===== src/rtl/bcd_timekeeper_if.sv =====
// Load/alarm control bus and BCD time/alarm outputs of the timekeeper.
// The clock and reset stay plain ports on the module.
interface bcd_timekeeper_if;
  logic        load_en;
  logic        load_target;
  logic [1:0]  load_field;
  logic [7:0]  load_data;
  logic        alarm_en;
  logic        alarm_clear;
  logic [31:0] time_out;
  logic [31:0] alarm_out;
  logic        tick;
  logic        load_err;
  logic        alarm_sound;

  modport master (
    output load_en, load_target, load_field, load_data, alarm_en, alarm_clear,
    input  time_out, alarm_out, tick, load_err, alarm_sound
  );

  modport slave (
    input  load_en, load_target, load_field, load_data, alarm_en, alarm_clear,
    output time_out, alarm_out, tick, load_err, alarm_sound
  );
endinterface


===== src/rtl/bcd_timekeeper.sv =====
// BCD time-of-day clock (HH:MM:SS.CC) with field-wise loading and a ringing
// alarm that emits a 2 Hz square wave for up to 60 s.
module bcd_timekeeper #(
  parameter int CLK_HZ  = 50000000,
  parameter int TICK_HZ = 100
) (
  input  logic              CLOCK_50,
  input  logic              rst_n,
  bcd_timekeeper_if.slave   bus
);

  localparam int DIV         = CLK_HZ / TICK_HZ;
  localparam int PW          = (DIV > 1) ? $clog2(DIV) : 1;
  localparam int RING_TICKS  = 6000;
  localparam int SOUND_TICKS = 25;

  typedef enum logic {IDLE, RINGING} state_t;

  logic [PW-1:0] presc_q, presc_d;
  logic [31:0]   time_q, time_d;
  logic [31:0]   alarm_q, alarm_d;
  logic          load_err_q, load_err_d;
  state_t        state_q;
  logic [12:0]   ring_cnt_q;
  logic [4:0]    snd_cnt_q;
  logic          sound_q;

  logic tick_w, fld_ok, time_ld, alarm_ld, inc, match;

  // Two-digit BCD increment; bit 8 is the carry out when the field wraps at maxv.
  function automatic logic [8:0] bcd_inc(input logic [7:0] v, input logic [7:0] maxv);
    if (v == maxv)
      return 9'h000 | 9'h100;
    else if (v[3:0] == 4'd9)
      return {1'b0, v[7:4] + 4'd1, 4'd0};
    else
      return {1'b0, v[7:4], v[3:0] + 4'd1};
  endfunction

  function automatic logic [31:0] time_inc(input logic [31:0] t);
    logic [8:0] cc, ss, mm, hh;
    cc = bcd_inc(t[7:0], 8'h99);
    ss = cc[8] ? bcd_inc(t[15:8],  8'h59) : {1'b0, t[15:8]};
    mm = ss[8] ? bcd_inc(t[23:16], 8'h59) : {1'b0, t[23:16]};
    hh = mm[8] ? bcd_inc(t[31:24], 8'h23) : {1'b0, t[31:24]};
    return {hh[7:0], mm[7:0], ss[7:0], cc[7:0]};
  endfunction

  // With both nibbles <= 9, BCD values order the same as their binary encoding.
  function automatic logic field_valid(input logic [1:0] f, input logic [7:0] v);
    logic [7:0] maxv;
    case (f)
      2'd0:    maxv = 8'h23;
      2'd1:    maxv = 8'h59;
      2'd2:    maxv = 8'h59;
      default: maxv = 8'h99;
    endcase
    return (v[7:4] <= 4'd9) && (v[3:0] <= 4'd9) && (v <= maxv);
  endfunction

  function automatic logic [31:0] set_field(input logic [31:0] t, input logic [1:0] f,
                                            input logic [7:0] v);
    logic [31:0] r;
    r = t;
    case (f)
      2'd0:    r[31:24] = v;
      2'd1:    r[23:16] = v;
      2'd2:    r[15:8]  = v;
      default: r[7:0]   = v;
    endcase
    return r;
  endfunction

  always_comb begin
    tick_w     = (presc_q == PW'(DIV - 1));
    fld_ok     = field_valid(bus.load_field, bus.load_data);
    time_ld    = bus.load_en && fld_ok && !bus.load_target;
    alarm_ld   = bus.load_en && fld_ok && bus.load_target;
    load_err_d = bus.load_en && !fld_ok;
    presc_d    = (time_ld || tick_w) ? '0 : presc_q + PW'(1);
    time_d     = time_q;
    inc        = 1'b0;
    // A valid time load overrides the tick increment of the same cycle.
    if (time_ld) begin
      time_d = set_field(time_q, bus.load_field, bus.load_data);
    end else if (tick_w) begin
      time_d = time_inc(time_q);
      inc    = 1'b1;
    end
    alarm_d = alarm_ld ? set_field(alarm_q, bus.load_field, bus.load_data) : alarm_q;
    match   = inc && bus.alarm_en && (time_d[31:8] == alarm_q[31:8]) && (time_d[7:0] == 8'h00);
  end

  always_ff @(posedge CLOCK_50 or negedge rst_n) begin
    if (!rst_n) begin
      presc_q    <= '0;
      time_q     <= '0;
      alarm_q    <= '0;
      load_err_q <= 1'b0;
    end else begin
      presc_q    <= presc_d;
      time_q     <= time_d;
      alarm_q    <= alarm_d;
      load_err_q <= load_err_d;
    end
  end

  always_ff @(posedge CLOCK_50 or negedge rst_n) begin
    if (!rst_n) begin
      state_q    <= IDLE;
      ring_cnt_q <= '0;
      snd_cnt_q  <= '0;
      sound_q    <= 1'b0;
    end else begin
      case (state_q)
        IDLE: begin
          if (match && !bus.alarm_clear) begin
            state_q    <= RINGING;
            ring_cnt_q <= '0;
            snd_cnt_q  <= '0;
            sound_q    <= 1'b1;
          end
        end
        RINGING: begin
          if (bus.alarm_clear || !bus.alarm_en ||
              (tick_w && ring_cnt_q == 13'(RING_TICKS - 1))) begin
            state_q    <= IDLE;
            ring_cnt_q <= '0;
            snd_cnt_q  <= '0;
            sound_q    <= 1'b0;
          end else if (tick_w) begin
            ring_cnt_q <= ring_cnt_q + 13'd1;
            if (snd_cnt_q == 5'(SOUND_TICKS - 1)) begin
              snd_cnt_q <= '0;
              sound_q   <= ~sound_q;
            end else begin
              snd_cnt_q <= snd_cnt_q + 5'd1;
            end
          end
        end
        default: begin
          state_q <= IDLE;
          sound_q <= 1'b0;
        end
      endcase
    end
  end

  assign bus.time_out    = time_q;
  assign bus.alarm_out   = alarm_q;
  assign bus.tick        = tick_w;
  assign bus.load_err    = load_err_q;
  assign bus.alarm_sound = sound_q;

endmodule


===== src/flat_wrapper.sv =====
// flat-port wrapper written by rule: the top's interface ports become plain ports
module bcd_timekeeper_flat 
#(
  parameter int CLK_HZ  = 50000000,
  parameter int TICK_HZ = 100
)
  (CLOCK_50, rst_n, bus_load_en, bus_load_target, bus_load_field, bus_load_data, bus_alarm_en, bus_alarm_clear, bus_time_out, bus_alarm_out, bus_tick, bus_load_err, bus_alarm_sound);
  bcd_timekeeper_if bus_i ();
  input  logic CLOCK_50;
  input  logic rst_n;
  input wire logic [$bits(bus_i.load_en)-1:0] bus_load_en;
  input wire logic [$bits(bus_i.load_target)-1:0] bus_load_target;
  input wire logic [$bits(bus_i.load_field)-1:0] bus_load_field;
  input wire logic [$bits(bus_i.load_data)-1:0] bus_load_data;
  input wire logic [$bits(bus_i.alarm_en)-1:0] bus_alarm_en;
  input wire logic [$bits(bus_i.alarm_clear)-1:0] bus_alarm_clear;
  output wire logic [$bits(bus_i.time_out)-1:0] bus_time_out;
  output wire logic [$bits(bus_i.alarm_out)-1:0] bus_alarm_out;
  output wire logic [$bits(bus_i.tick)-1:0] bus_tick;
  output wire logic [$bits(bus_i.load_err)-1:0] bus_load_err;
  output wire logic [$bits(bus_i.alarm_sound)-1:0] bus_alarm_sound;
  assign bus_i.load_en = bus_load_en;
  assign bus_i.load_target = bus_load_target;
  assign bus_i.load_field = bus_load_field;
  assign bus_i.load_data = bus_load_data;
  assign bus_i.alarm_en = bus_alarm_en;
  assign bus_i.alarm_clear = bus_alarm_clear;
  assign bus_time_out = bus_i.time_out;
  assign bus_alarm_out = bus_i.alarm_out;
  assign bus_tick = bus_i.tick;
  assign bus_load_err = bus_i.load_err;
  assign bus_alarm_sound = bus_i.alarm_sound;
  bcd_timekeeper #(.CLK_HZ(CLK_HZ), .TICK_HZ(TICK_HZ)) u_core (.CLOCK_50(CLOCK_50), .rst_n(rst_n), .bus(bus_i));
endmodule

===== config.mk =====
export PLATFORM = sky130hd
export DESIGN_NAME = bcd_timekeeper_flat
export DESIGN_NICKNAME = d
export VERILOG_FILES = /design/src/rtl/bcd_timekeeper_if.sv /design/src/rtl/bcd_timekeeper.sv /design/src/flat_wrapper.sv
export SDC_FILE = /design/constraint.sdc
export NUM_CORES = 1
export LEC_CHECK = 0
export CAP_MARGIN = 30
export CORE_UTILIZATION = 40
export DETAILED_ROUTE_END_ITERATION = 8
export GPL_TIMING_DRIVEN = 0
export PLACE_DENSITY_LB_ADDON = 0.08
export RECOVER_POWER = 100
export SETUP_SLACK_MARGIN = 0.05
export SYNTH_ARGS = -nofsm -noshare
export SYNTH_HDL_FRONTEND = slang
export SYNTH_SLANG_ARGS = --single-unit
export TNS_END_PERCENT = 100

===== constraint.sdc =====
create_clock -name CLOCK_50 -period 7.38 [get_ports CLOCK_50]
set_input_delay 1.476 -clock CLOCK_50 [delete_from_list [all_inputs] [get_ports CLOCK_50]]
set_output_delay 1.476 -clock CLOCK_50 [all_outputs]
set_load 0.05 [all_outputs]

==> flow_summary_export.csv <==
group,metric,value,unit
run_status,status,"finished, violations left",
run_status,violations,"capacitance limit, slew limit",
worst_setup_path,required,7.66,ns
worst_setup_path,rrSetupSlack,2.58,ns
global_routing,grt_pass1_vias,6121,
power,seqPwrFrac,35.5,%
routing,dr_wl_met2,9.36,mm
global_routing,grt_pass1_wl,33.2,mm
clocking,cts_tree,"yes",
power,switching_share,44.6,%
synth,synth.cell_area,0.00690,sq mm
worst_hold_path,hold_class,"flop to flop",
floorplan,die_area,0.0178,sq mm
timing,fmax,146,MHz
floorplan,std_cell_rows,47,
timing,finalHoldViolCount,0,
timing,setup_slack,0.540,ns
cells_and_area,fin_area,0.00828,sq mm
cells_and_area,fin_util,49.6,%
timing,slew_headroom,-100,%
worst_setup_path,crit_path_end_kind,"flop",
floorplan,initial_core_util,41.3,%
power,ir_drop,0.188,mV
job,cap_violations,2,
worst_setup_path,path_class,"input pin to flop",
synth,synth_top_cell_by_area,"dfrtp_1",
timing,worst_slew_pin_slew,3.00,ns
global_routing,grt_util_all_layers,24.3,%
routing,drt_iter0_markers,398,
routing,ant_nets,0,
place,hpwl,15.5,mm
synth,ys_async_sr_fraction,100,%
timing,fin_crit_sh,92.7,%
clocking,cts_hold_buffers,0,
clocking,clock_latency,0.36,ns
timing,rsz0062_at_grt,"no",
power,totalPowerFinal,2.38,mW
worst_setup_path,slowest_stage,"nor4_4",
worst_setup_path,r2r_cells,16,
floorplan,die_y,133,um
routing,vias,6220,
place,dp_cells,1044,
floorplan,die_x,133,um
worst_setup_path,crit_path_max_fanout,10,
place,io_buffers,81,
power,internal_power,1.32,mW
synth,synth_nets,787,
floorplan,io-pin-count,83,
clocking,clockBufferDepth,2,
timing,setup-tns-final,0,ns
synth,yosysSeqAreaShare,37.7,%
place,place.gp.congestion,0.903,
synth,postSynthCellCount,742,
timing,period_minus_slack,6.84,ns
clocking,clk_pin_slew,0.07,ns
synth,synth_cell_types,81,
place,pre_cts_slack,0.389,ns
synth,netlist_top_cells_area,"dfrtp_1 38%, ha_1 5.3%, mux2_2 4.9%",
worst_hold_path,holdPathStages,2,
global_routing,antenna_found_initial,0,
power,p_leak,3.59,nW
timing,finalClockSkew,0.00748,ns
routing,totalWireLength,20.9,mm
routing,drc_errors,0,
cells_and_area,syn_to_final_growth,20.0,%
timing,slew_viol_final,107,
floorplan,core,0.0167,sq mm
clocking,clkSinkCount,104,
synth,yosysTopAreaCellShare,37.7,%
cells_and_area,drive_gt1_share,9.88,%
clocking,postCtsSetupBuffers,0,
cells_and_area,layoutNonFillerInstCount,1060,
synth,yosys_warnings,0,
routing,wl_met1,10.1,mm
clocking,numCtsBuffers,9,
cells_and_area,num_antenna_cells,0,
routing,wl_per_cell,19.8,um
worst_setup_path,cp_slowest_stage_delay,0.62,ns
clocking,cts_root_buf,"clkbuf_16",
timing,hold_ws,0.486,ns
clocking,post_cts_resized,0,
worst_setup_path,crit_chain,"dlygate4sd3_1, ha_1, clkbuf_1, inv_1, ha_1, nand3_1, o221ai_1, a211oi_1, nor2_4, buf_4, clkbuf_1, nand3_1, o221a_2, nor4_1, nand4_1, nor4_4, nand2b_1, buf_6, buf_8, mux2i_1",
cells_and_area,fin_nets,880,
clocking,htree_levels,3,
power,p_per_area,287,mW/mm^2
worst_setup_path,crit_path_start_kind,"input pin",
worst_setup_path,cp.arrival,7.12,ns
synth,ys_seq_elements,104,
routing,dr_wl_met3,891,um
synth,synth-edff-count,0,
synth,syn_area_per_cell,9.30,sq um
timing,setup_viol,0,
synth,ys.flop_type,"dfrtp_1",
global_routing,grt_max_degree,54,
power,combPwrFrac,42.6,%
routing,post_drt_via_cell_ratio,5.87,
global_routing,grt-ovfl-total,0,
power,pwr-share-clk,21.8,%
routing,routed.top_layer,"met4",
routing,dr.pass1.iters,5,
place,placed_cell_area,0.00801,sq mm
power,switchingPower,1.06,mW
-- placed cells by master, fill, tap and decap left out, types with 11 or more instances in the layout --
master / instances
inv_1: 35
xnor2_1: 11
ha_1: 29
mux2_2: 29
dfrtp_1: 104
a21oi_1: 30
dlygate4sd3_1: 68
nor3_1: 22
clkdlybuf4s50_1: 12
nand4_1: 18
clkbuf_1: 24
nand3_1: 40
nor2_1: 56
and3_1: 14
nand2_1: 61
mux2i_1: 27
nor4_1: 16
o21ai_0: 27
a211oi_1: 12
xor2_1: 20
-- critical path, delay by kind of cell --
family | cells | cell delay [ns]
AND/OR/NAND/NOR | 7 | 1.96
adder cells (fa/ha/maj) | 2 | 0.53
buffers and inverters | 7 | 2.31
AO/OA/AOI/OAI | 3 | 0.64
multiplexers | 1 | 0.19
-- logic make-up (layout without fill, tap and decap cells) --
logic type / Yosys count / count (layout) / share of synthesized area, %
xor gates and xnor gates: 33 / 33 / 4.57
and+or+nand+nor: 298 / 298 / 23.9
muxes: 58 / 58 / 8.98
AOI/OAI and AO/OA: 146 / 146 / 14.7
DFF: 104 / 104 / 37.7
buffers and inverters: 74 / 172 / 4.95
adders and majority gates: 29 / 29 / 5.26
-- synth_stat cells, drive strengths merged (22+ instances only) --
cell type	instances
nand2	62
dfrtp	104
nor3	22
nor2	57
nand3	40
inv	36
mux2	31
o21ai	33
mux2i	27
ha	29
a21oi	31
-- routing by layer --
metal  vias to the layer above  track usage [%]
met5                         -                0
met2                       182             36.8
met4                         0             11.5
li1                       2896                -
met3                        33             3.35
met1                      3109             34.3
-- final timing paths --
check / start / to
max: bus_load_field[0] / u_core.snd_cnt_q[1]
min: u_core.bus.alarm_out[0] / u_core.bus.alarm_out[0]
max reg2reg: u_core.bus.time_out[13] / u_core.snd_cnt_q[1]
min reg2reg: u_core.bus.alarm_out[0] / u_core.bus.alarm_out[0]
max in group asynchronous: rst_n / u_core.bus.alarm_out[6]
min in group asynchronous: rst_n / u_core.presc_q[9]
-- power groups by stage --
stage          combinational [mW]  sequential (mW)  clock [mW]
2_1_floorplan               0.387             1.15           0
3_3_place_gp                 1.03            0.852           0
3_5_place_dp                 1.05            0.859           0
4_1_cts                      1.06            0.848       0.529
5_1_grt                      1.09            0.867       0.552
6_report                     1.01            0.846       0.519
-- registers in the layout, summed over array words and instances (netlist names) --
signal	count
u_core.presc_q	19
u_core.bus.load_err	1
u_core.bus.alarm_sound	1
u_core.ring_cnt_q	13
u_core.state_q	1
u_core.bus.alarm_out	32
u_core.bus.time_out	32
u_core.snd_cnt_q	5
-- final cells by class --
class	instances	area [sq um]
Clock inverter	6	75.1
Inverter	36	135
Buffer	38	205
Fill cell	1602	8420
Sequential cell	104	2600
Multi-Input combinational cell	564	3940
Tap cell	220	275
Clock buffer	10	239
Timing Repair Buffer	82	808
Power figures use the tool's default switching activity.
